<file path="src/rtl/c432_irq_ack_if.sv">
// Handshake bundle between the c432 priority core, the acknowledge responder and the CPU.
interface c432_irq_ack_if;
    logic       pa;
    logic       pb;
    logic       pc;
    logic [3:0] chan;
    logic       cpu_ack;
    logic       cpu_irq;
    logic [5:0] cpu_vec;
    logic [8:0] clr_a;
    logic [8:0] clr_b;
    logic [8:0] clr_c;
    logic       busy;
    logic       err;

    modport master (
        output pa, pb, pc, chan, cpu_ack,
        input  cpu_irq, cpu_vec, clr_a, clr_b, clr_c, busy, err
    );

    modport slave (
        input  pa, pb, pc, chan, cpu_ack,
        output cpu_irq, cpu_vec, clr_a, clr_b, clr_c, busy, err
    );
endinterface

</file>
<file path="src/rtl/c432_irq_ack_responder.sv">
// CPU-side interrupt acknowledge responder for the 27-channel c432 controller.
// Optional DROP-state timeout is enabled by defining IRQ_ACK_TIMEOUT_EN.
module c432_irq_ack_responder #(
    parameter int unsigned CLR_CYCLES = 2,
    parameter int unsigned TIMEOUT    = 16
) (
    input  logic          clk,
    input  logic          rst_n,
    c432_irq_ack_if.slave bus_if
);
    localparam int unsigned ChW  = 4;
    localparam int unsigned CntW = 4;
    localparam int unsigned ClrW = 9;

    typedef enum logic [2:0] {
        IDLE  = 3'd0,
        LATCH = 3'd1,
        REQ   = 3'd2,
        CLEAR = 3'd3,
        DROP  = 3'd4
    } state_e;

    state_e          state_q;
    logic            pa_q, pb_q, pc_q;
    logic [ChW-1:0]  chan_q;
    logic [1:0]      bus_q;
    logic [ChW-1:0]  ch_q;
    logic            cpu_irq_q;
    logic [5:0]      cpu_vec_q;
    logic [ClrW-1:0] clr_a_q, clr_b_q, clr_c_q;
    logic [CntW-1:0] clr_cnt_q;
    logic            busy_q;
    logic            err_q;

    logic [1:0]      bus_d;
    logic            req_hold;
    logic [ClrW-1:0] clr_mask;

    // Bus priority A > B > C on the sampled flags; codes 1/2/3.
    always_comb begin
        bus_d = 2'd3;
        if (pa_q)      bus_d = 2'd1;
        else if (pb_q) bus_d = 2'd2;
    end

    // Request still present for the latched bus and channel.
    always_comb begin
        req_hold = 1'b0;
        case (bus_q)
            2'd1:    req_hold = pa_q;
            2'd2:    req_hold = pb_q;
            default: req_hold = pc_q;
        endcase
        req_hold = req_hold && (chan_q == ch_q);
    end

    assign clr_mask = ClrW'(1) << ch_q;

`ifdef IRQ_ACK_TIMEOUT_EN
    logic [7:0] tmo_q;
`else
    logic [7:0] tmo_unused;
    assign tmo_unused = 8'(TIMEOUT);
`endif

    always_ff @(posedge clk or negedge rst_n) begin
        if (!rst_n) begin
            state_q   <= IDLE;
            pa_q      <= 1'b0;
            pb_q      <= 1'b0;
            pc_q      <= 1'b0;
            chan_q    <= '0;
            bus_q     <= '0;
            ch_q      <= '0;
            cpu_irq_q <= 1'b0;
            cpu_vec_q <= '0;
            clr_a_q   <= '0;
            clr_b_q   <= '0;
            clr_c_q   <= '0;
            clr_cnt_q <= '0;
            busy_q    <= 1'b0;
            err_q     <= 1'b0;
`ifdef IRQ_ACK_TIMEOUT_EN
            tmo_q     <= '0;
`endif
        end else begin
            pa_q   <= bus_if.pa;
            pb_q   <= bus_if.pb;
            pc_q   <= bus_if.pc;
            chan_q <= bus_if.chan;

            case (state_q)
                IDLE: begin
                    if (pa_q || pb_q || pc_q) begin
                        bus_q   <= bus_d;
                        ch_q    <= chan_q;
                        busy_q  <= 1'b1;
                        state_q <= LATCH;
                    end
                end
                LATCH: begin
                    if (ch_q > 4'd8) begin
                        err_q   <= 1'b1;
                        busy_q  <= 1'b0;
                        state_q <= IDLE;
                    end else begin
                        cpu_irq_q <= 1'b1;
                        cpu_vec_q <= {bus_q, ch_q};
                        state_q   <= REQ;
                    end
                end
                REQ: begin
                    if (bus_if.cpu_ack) begin
                        cpu_irq_q <= 1'b0;
                        cpu_vec_q <= '0;
                        clr_cnt_q <= CntW'(CLR_CYCLES - 1);
                        case (bus_q)
                            2'd1:    clr_a_q <= clr_mask;
                            2'd2:    clr_b_q <= clr_mask;
                            default: clr_c_q <= clr_mask;
                        endcase
                        state_q <= CLEAR;
                    end
                end
                CLEAR: begin
                    if (clr_cnt_q == '0) begin
                        clr_a_q <= '0;
                        clr_b_q <= '0;
                        clr_c_q <= '0;
`ifdef IRQ_ACK_TIMEOUT_EN
                        tmo_q   <= '0;
`endif
                        state_q <= DROP;
                    end else begin
                        clr_cnt_q <= clr_cnt_q - CntW'(1);
                    end
                end
                DROP: begin
                    if (!req_hold) begin
                        busy_q  <= 1'b0;
                        state_q <= IDLE;
                    end
`ifdef IRQ_ACK_TIMEOUT_EN
                    else if (tmo_q == 8'(TIMEOUT - 1)) begin
                        err_q   <= 1'b1;
                        busy_q  <= 1'b0;
                        state_q <= IDLE;
                    end else begin
                        tmo_q <= tmo_q + 8'd1;
                    end
`endif
                end
                default: begin
                    busy_q  <= 1'b0;
                    state_q <= IDLE;
                end
            endcase
        end
    end

    assign bus_if.cpu_irq = cpu_irq_q;
    assign bus_if.cpu_vec = cpu_vec_q;
    assign bus_if.clr_a   = clr_a_q;
    assign bus_if.clr_b   = clr_b_q;
    assign bus_if.clr_c   = clr_c_q;
    assign bus_if.busy    = busy_q;
    assign bus_if.err     = err_q;
endmodule

</file>
<file path="src/flat_wrapper.sv">
// flat-port wrapper written by rule: the top's interface ports become plain ports
module c432_irq_ack_responder_flat 
#(
    parameter int unsigned CLR_CYCLES = 2,
    parameter int unsigned TIMEOUT    = 16
)
  (clk, rst_n, bus_if_pa, bus_if_pb, bus_if_pc, bus_if_chan, bus_if_cpu_ack, bus_if_cpu_irq, bus_if_cpu_vec, bus_if_clr_a, bus_if_clr_b, bus_if_clr_c, bus_if_busy, bus_if_err);
  c432_irq_ack_if bus_if_i ();
  input  logic clk;
  input  logic rst_n;
  input wire logic [$bits(bus_if_i.pa)-1:0] bus_if_pa;
  input wire logic [$bits(bus_if_i.pb)-1:0] bus_if_pb;
  input wire logic [$bits(bus_if_i.pc)-1:0] bus_if_pc;
  input wire logic [$bits(bus_if_i.chan)-1:0] bus_if_chan;
  input wire logic [$bits(bus_if_i.cpu_ack)-1:0] bus_if_cpu_ack;
  output wire logic [$bits(bus_if_i.cpu_irq)-1:0] bus_if_cpu_irq;
  output wire logic [$bits(bus_if_i.cpu_vec)-1:0] bus_if_cpu_vec;
  output wire logic [$bits(bus_if_i.clr_a)-1:0] bus_if_clr_a;
  output wire logic [$bits(bus_if_i.clr_b)-1:0] bus_if_clr_b;
  output wire logic [$bits(bus_if_i.clr_c)-1:0] bus_if_clr_c;
  output wire logic [$bits(bus_if_i.busy)-1:0] bus_if_busy;
  output wire logic [$bits(bus_if_i.err)-1:0] bus_if_err;
  assign bus_if_i.pa = bus_if_pa;
  assign bus_if_i.pb = bus_if_pb;
  assign bus_if_i.pc = bus_if_pc;
  assign bus_if_i.chan = bus_if_chan;
  assign bus_if_i.cpu_ack = bus_if_cpu_ack;
  assign bus_if_cpu_irq = bus_if_i.cpu_irq;
  assign bus_if_cpu_vec = bus_if_i.cpu_vec;
  assign bus_if_clr_a = bus_if_i.clr_a;
  assign bus_if_clr_b = bus_if_i.clr_b;
  assign bus_if_clr_c = bus_if_i.clr_c;
  assign bus_if_busy = bus_if_i.busy;
  assign bus_if_err = bus_if_i.err;
  c432_irq_ack_responder #(.CLR_CYCLES(CLR_CYCLES), .TIMEOUT(TIMEOUT)) u_core (.clk(clk), .rst_n(rst_n), .bus_if(bus_if_i));
endmodule
</file>
<file path="config.mk">
export PLATFORM = sky130hd
export DESIGN_NAME = c432_irq_ack_responder_flat
export DESIGN_NICKNAME = d
export VERILOG_FILES = /design/src/rtl/c432_irq_ack_if.sv /design/src/rtl/c432_irq_ack_responder.sv /design/src/flat_wrapper.sv
export SDC_FILE = /design/constraint.sdc
export NUM_CORES = 1
export LEC_CHECK = 0
export CAP_MARGIN = 5
export CORE_ASPECT_RATIO = 1.5
export CORE_MARGIN = 8
export CORE_UTILIZATION = 50
export DETAILED_ROUTE_END_ITERATION = 6
export GPL_TIMING_DRIVEN = 0
export HOLD_SLACK_MARGIN = 0.08
export PLACE_DENSITY = 0.77
export SLEW_MARGIN = 5
export SYNTH_ARGS = -nofsm -noshare
export SYNTH_HDL_FRONTEND = slang
export SYNTH_SLANG_ARGS = --single-unit
</file>
<file path="constraint.sdc">
create_clock -name clk -period 3.6 [get_ports clk]
set_input_delay 0.72 -clock clk [delete_from_list [all_inputs] [get_ports clk]]
set_output_delay 0.72 -clock clk [all_outputs]
set_load 0.05 [all_outputs]
</file>
==> impl_metrics.env <==
export IMPL_root_buffer="clkbuf_8"
export IMPL_rsz0062_at_grt="no"
export IMPL_synth_edff_count=0
export IMPL_period_share_pct=62.0
export IMPL_postCtsHoldBufs=0
export IMPL_critical_path_max_stage_delay_ps=810
export IMPL_crit_arrival_ps=1510
export IMPL_timing_rr_start="u_core.clr_cnt_q[0]"
export IMPL_ctsResizeCount=0
export IMPL_place_congestion=0.794
export IMPL_synth_seq_cells=56
export IMPL_yosysSeqAreaShare_pct=57.4
export IMPL_required_ps=2880
export IMPL_floorplan_initialDensity_pct=51.2
export IMPL_setup_ws_ps=1370
export IMPL_num_vias=1714
export IMPL_tns_ps=0
export IMPL_startpoint_type="register"
export IMPL_startpoint="u_core.bus_if.cpu_vec[1]"
export IMPL_die_w_um=73.1
export IMPL_hp_class="in -> async"
export IMPL_io_pins=46
export IMPL_fin_crit_ps=2230
export IMPL_antenna_found_initial=0
export IMPL_placed_cell_area_sq_um=2990
export IMPL_rows=31
export IMPL_die_y_um=102
export IMPL_timing_hold_ws_ps=334
export IMPL_drv_cap=0
export IMPL_antenna_cells=0
export IMPL_irDropWorstVdd_mv=0.474
export IMPL_path_cells="clkdlybuf4s50_1"
export IMPL_synth_top_cell_by_area="dfrtp_1"
export IMPL_area_delta_synth_final_pct=26.1
export IMPL_nNetsFinal=275
export IMPL_synth_area_per_cell_sq_um=11.7
export IMPL_drc=0
export IMPL_async_flop_share_pct=100
export IMPL_syn_num_nets=222
export IMPL_synth_top_area_share_pct=57.4
export IMPL_grt_max_degree=38
export IMPL_yosysWarningCount=0
export IMPL_clk_pin_slew_ps=100
export IMPL_fmax_mhz=448
export IMPL_drtIter0Drc=110
export IMPL_finalHoldViolCount=0
export IMPL_cts_sinks=56
export IMPL_routed_via_density=5.23
export IMPL_crit_buf_inv=1
export IMPL_grt_usage_pct=14.2
export IMPL_antenna_left=0
export IMPL_worstSetupPathType="reg -> out"
export IMPL_p_leak_uw=0.00138
export IMPL_drv_slew=0
export IMPL_cts_setup_buffers=0
export IMPL_ys_types=42
export IMPL_grt_pass1_wl_mm=8.10
export IMPL_synthFlopType="dfrtp_1"
export IMPL_portBuffers=45
export IMPL_r2r_end="u_core.clr_cnt_q[2]"
export IMPL_r2r_cells=7
export IMPL_crit_cells=1
export IMPL_cp_end_kind="output pin"
export IMPL_htree_num_levels=2
export IMPL_cts_buffers=5
export IMPL_die_area_sq_um=7420
export IMPL_critPathCapture="bus_if_cpu_vec[1]"
export IMPL_tightest_slew_ps=530
export IMPL_stdcell_area_sq_um=3080
export IMPL_syn_cell_area_sq_um=2440
export IMPL_crit_family="buffers and inverters"
export IMPL_relSlewSlack_pct=64.6
export IMPL_r2r_slack_ps=1760
export IMPL_place_hpwl_mm=3.68
export IMPL_drive_gt1_share_pct=18.3
export IMPL_powerDensity_nw_per_um2=1000
export IMPL_totalWireLength_mm=4.85
export IMPL_setup_viol=0
export IMPL_clockBufferDepth=2
export IMPL_synth_cells=208
export IMPL_netlist_top_cells_area="dfrtp_1 (57%), mux2_2 (5.5%), o21ai_0 (5.1%)"
export IMPL_wire_per_inst_um=14.8
export IMPL_insertion_delay_ps=320
export IMPL_pre_cts_slack_ps=1300
export IMPL_dr_pass1_iters=4
export IMPL_finClkSkew_ps=9.90
export IMPL_slowest_stage="clkdlybuf4s50_1"
export IMPL_grt_pass1_vias=1742
export IMPL_crit_fanout=2
export IMPL_grt_overflow=0
export IMPL_cts_tree="done"
export IMPL_fp_coreArea_sq_um=4770
export IMPL_outcome="finished clean"
==> how the worst min path moves through the flow <==
stage | startpoint | end | slack [ps]
final | rst_n | u_core.bus_if.err | 330
after CTS | rst_n | u_core.bus_if.err | 350
after global placement | u_core.bus_if.err | u_core.bus_if.err | 450
after global routing | rst_n | u_core.bus_if.err | 370
after floorplan | rst_n | u_core.bus_if.busy | 420
after detailed placement | u_core.bus_if.err | u_core.bus_if.err | 460
==> synthesized netlist by cell type, types with 4 or more instances <==
cell type  count
buf_2          7
nor3_2         4
mux2_4         4
xor2_1         4
mux2_2        12
nand3_1       12
o21ai_0       25
ha_1           4
nand2_1       20
inv_1         10
dfrtp_1       56
==> placed cells by master (no fill, tap or decap), types with 3 or more instances in the layout <==
master	count
a22o_1	3
and3b_1	3
buf_2	8
clkbuf_1	3
clkbuf_8	5
clkdlybuf4s50_1	44
dfrtp_1	56
ha_1	4
inv_1	10
mux2_2	12
mux2_4	4
nand2_1	20
nand3_1	12
nor2b_1	3
nor3_1	3
nor3_2	4
o21ai_0	25
o21ai_1	3
o21ai_2	3
xor2_1	4
==> where the power goes <==
part	internal [uW]	switching, uW	total [uW]	leakage [uW]
combinational	639	1110	1750	0.000623
sequential	855	142	996	0.000720
clock	139	204	342	0.0000414
==> flip-flops by register name, summed over array words and instances, names as in the netlist <==
name                   count
u_core.bus_if.clr_a        9
u_core.state_q             3
u_core.bus_if.busy         1
u_core.clr_cnt_q           4
u_core.bus_if.clr_c        9
u_core.pb_q                1
u_core.bus_if.cpu_vec      6
u_core.bus_if.err          1
u_core.bus_q               2
u_core.ch_q                4
u_core.pa_q                1
u_core.bus_if.cpu_irq      1
u_core.bus_if.clr_b        9
u_core.pc_q                1
u_core.chan_q              4
==> layer usage <==
layer / wire [um] / vias to the layer above / share of wire [%] / global-route usage [%]
met2: 2560 / 39 / 53 / 24.2
met4: 82 / 0 / 1.7 / 7.43
met5: 0 / - / 0 / 0
met3: 212 / 6 / 4.4 / 3.67
li1: - / 834 / - / -
met1: 2000 / 835 / 41 / 15.6
==> logic make-up (layout without fill, tap and decap cells) <==
family / Yosys count / in the layout / synth area share (%)
compound gates: 48 / 48 / 12.8
xor+xnor: 4 / 4 / 1.44
fa+ha+maj: 4 / 4 / 2.05
buf+inv: 22 / 76 / 4.41
flops: 56 / 56 / 57.4
mux: 16 / 16 / 8.00
simple gates: 58 / 58 / 13.9
==> area by class of cell <==
cell class / count / area [sq um]
Tap cell: 66 / 82.6
Clock inverter: 2 / 16.3
Inverter: 10 / 37.5
Sequential cell: 56 / 1400
Timing Repair Buffer: 46 / 465
Clock buffer: 6 / 72.6
Buffer: 12 / 70.1
Multi-Input combinational cell: 130 / 932
Fill cell: 406 / 1690
==> per-stage QoR <==
stage	instances	power, uW	utilization (%)
3_5_place_dp	320	2780	62.7
5_1_grt	328	3280	64.5
4_1_cts	328	3120	64.5
2_1_floorplan	208	2250	-
6_report	328	3090	64.5
3_3_place_gp	319	2740	62.3
Power figures use the tool's default switching activity.
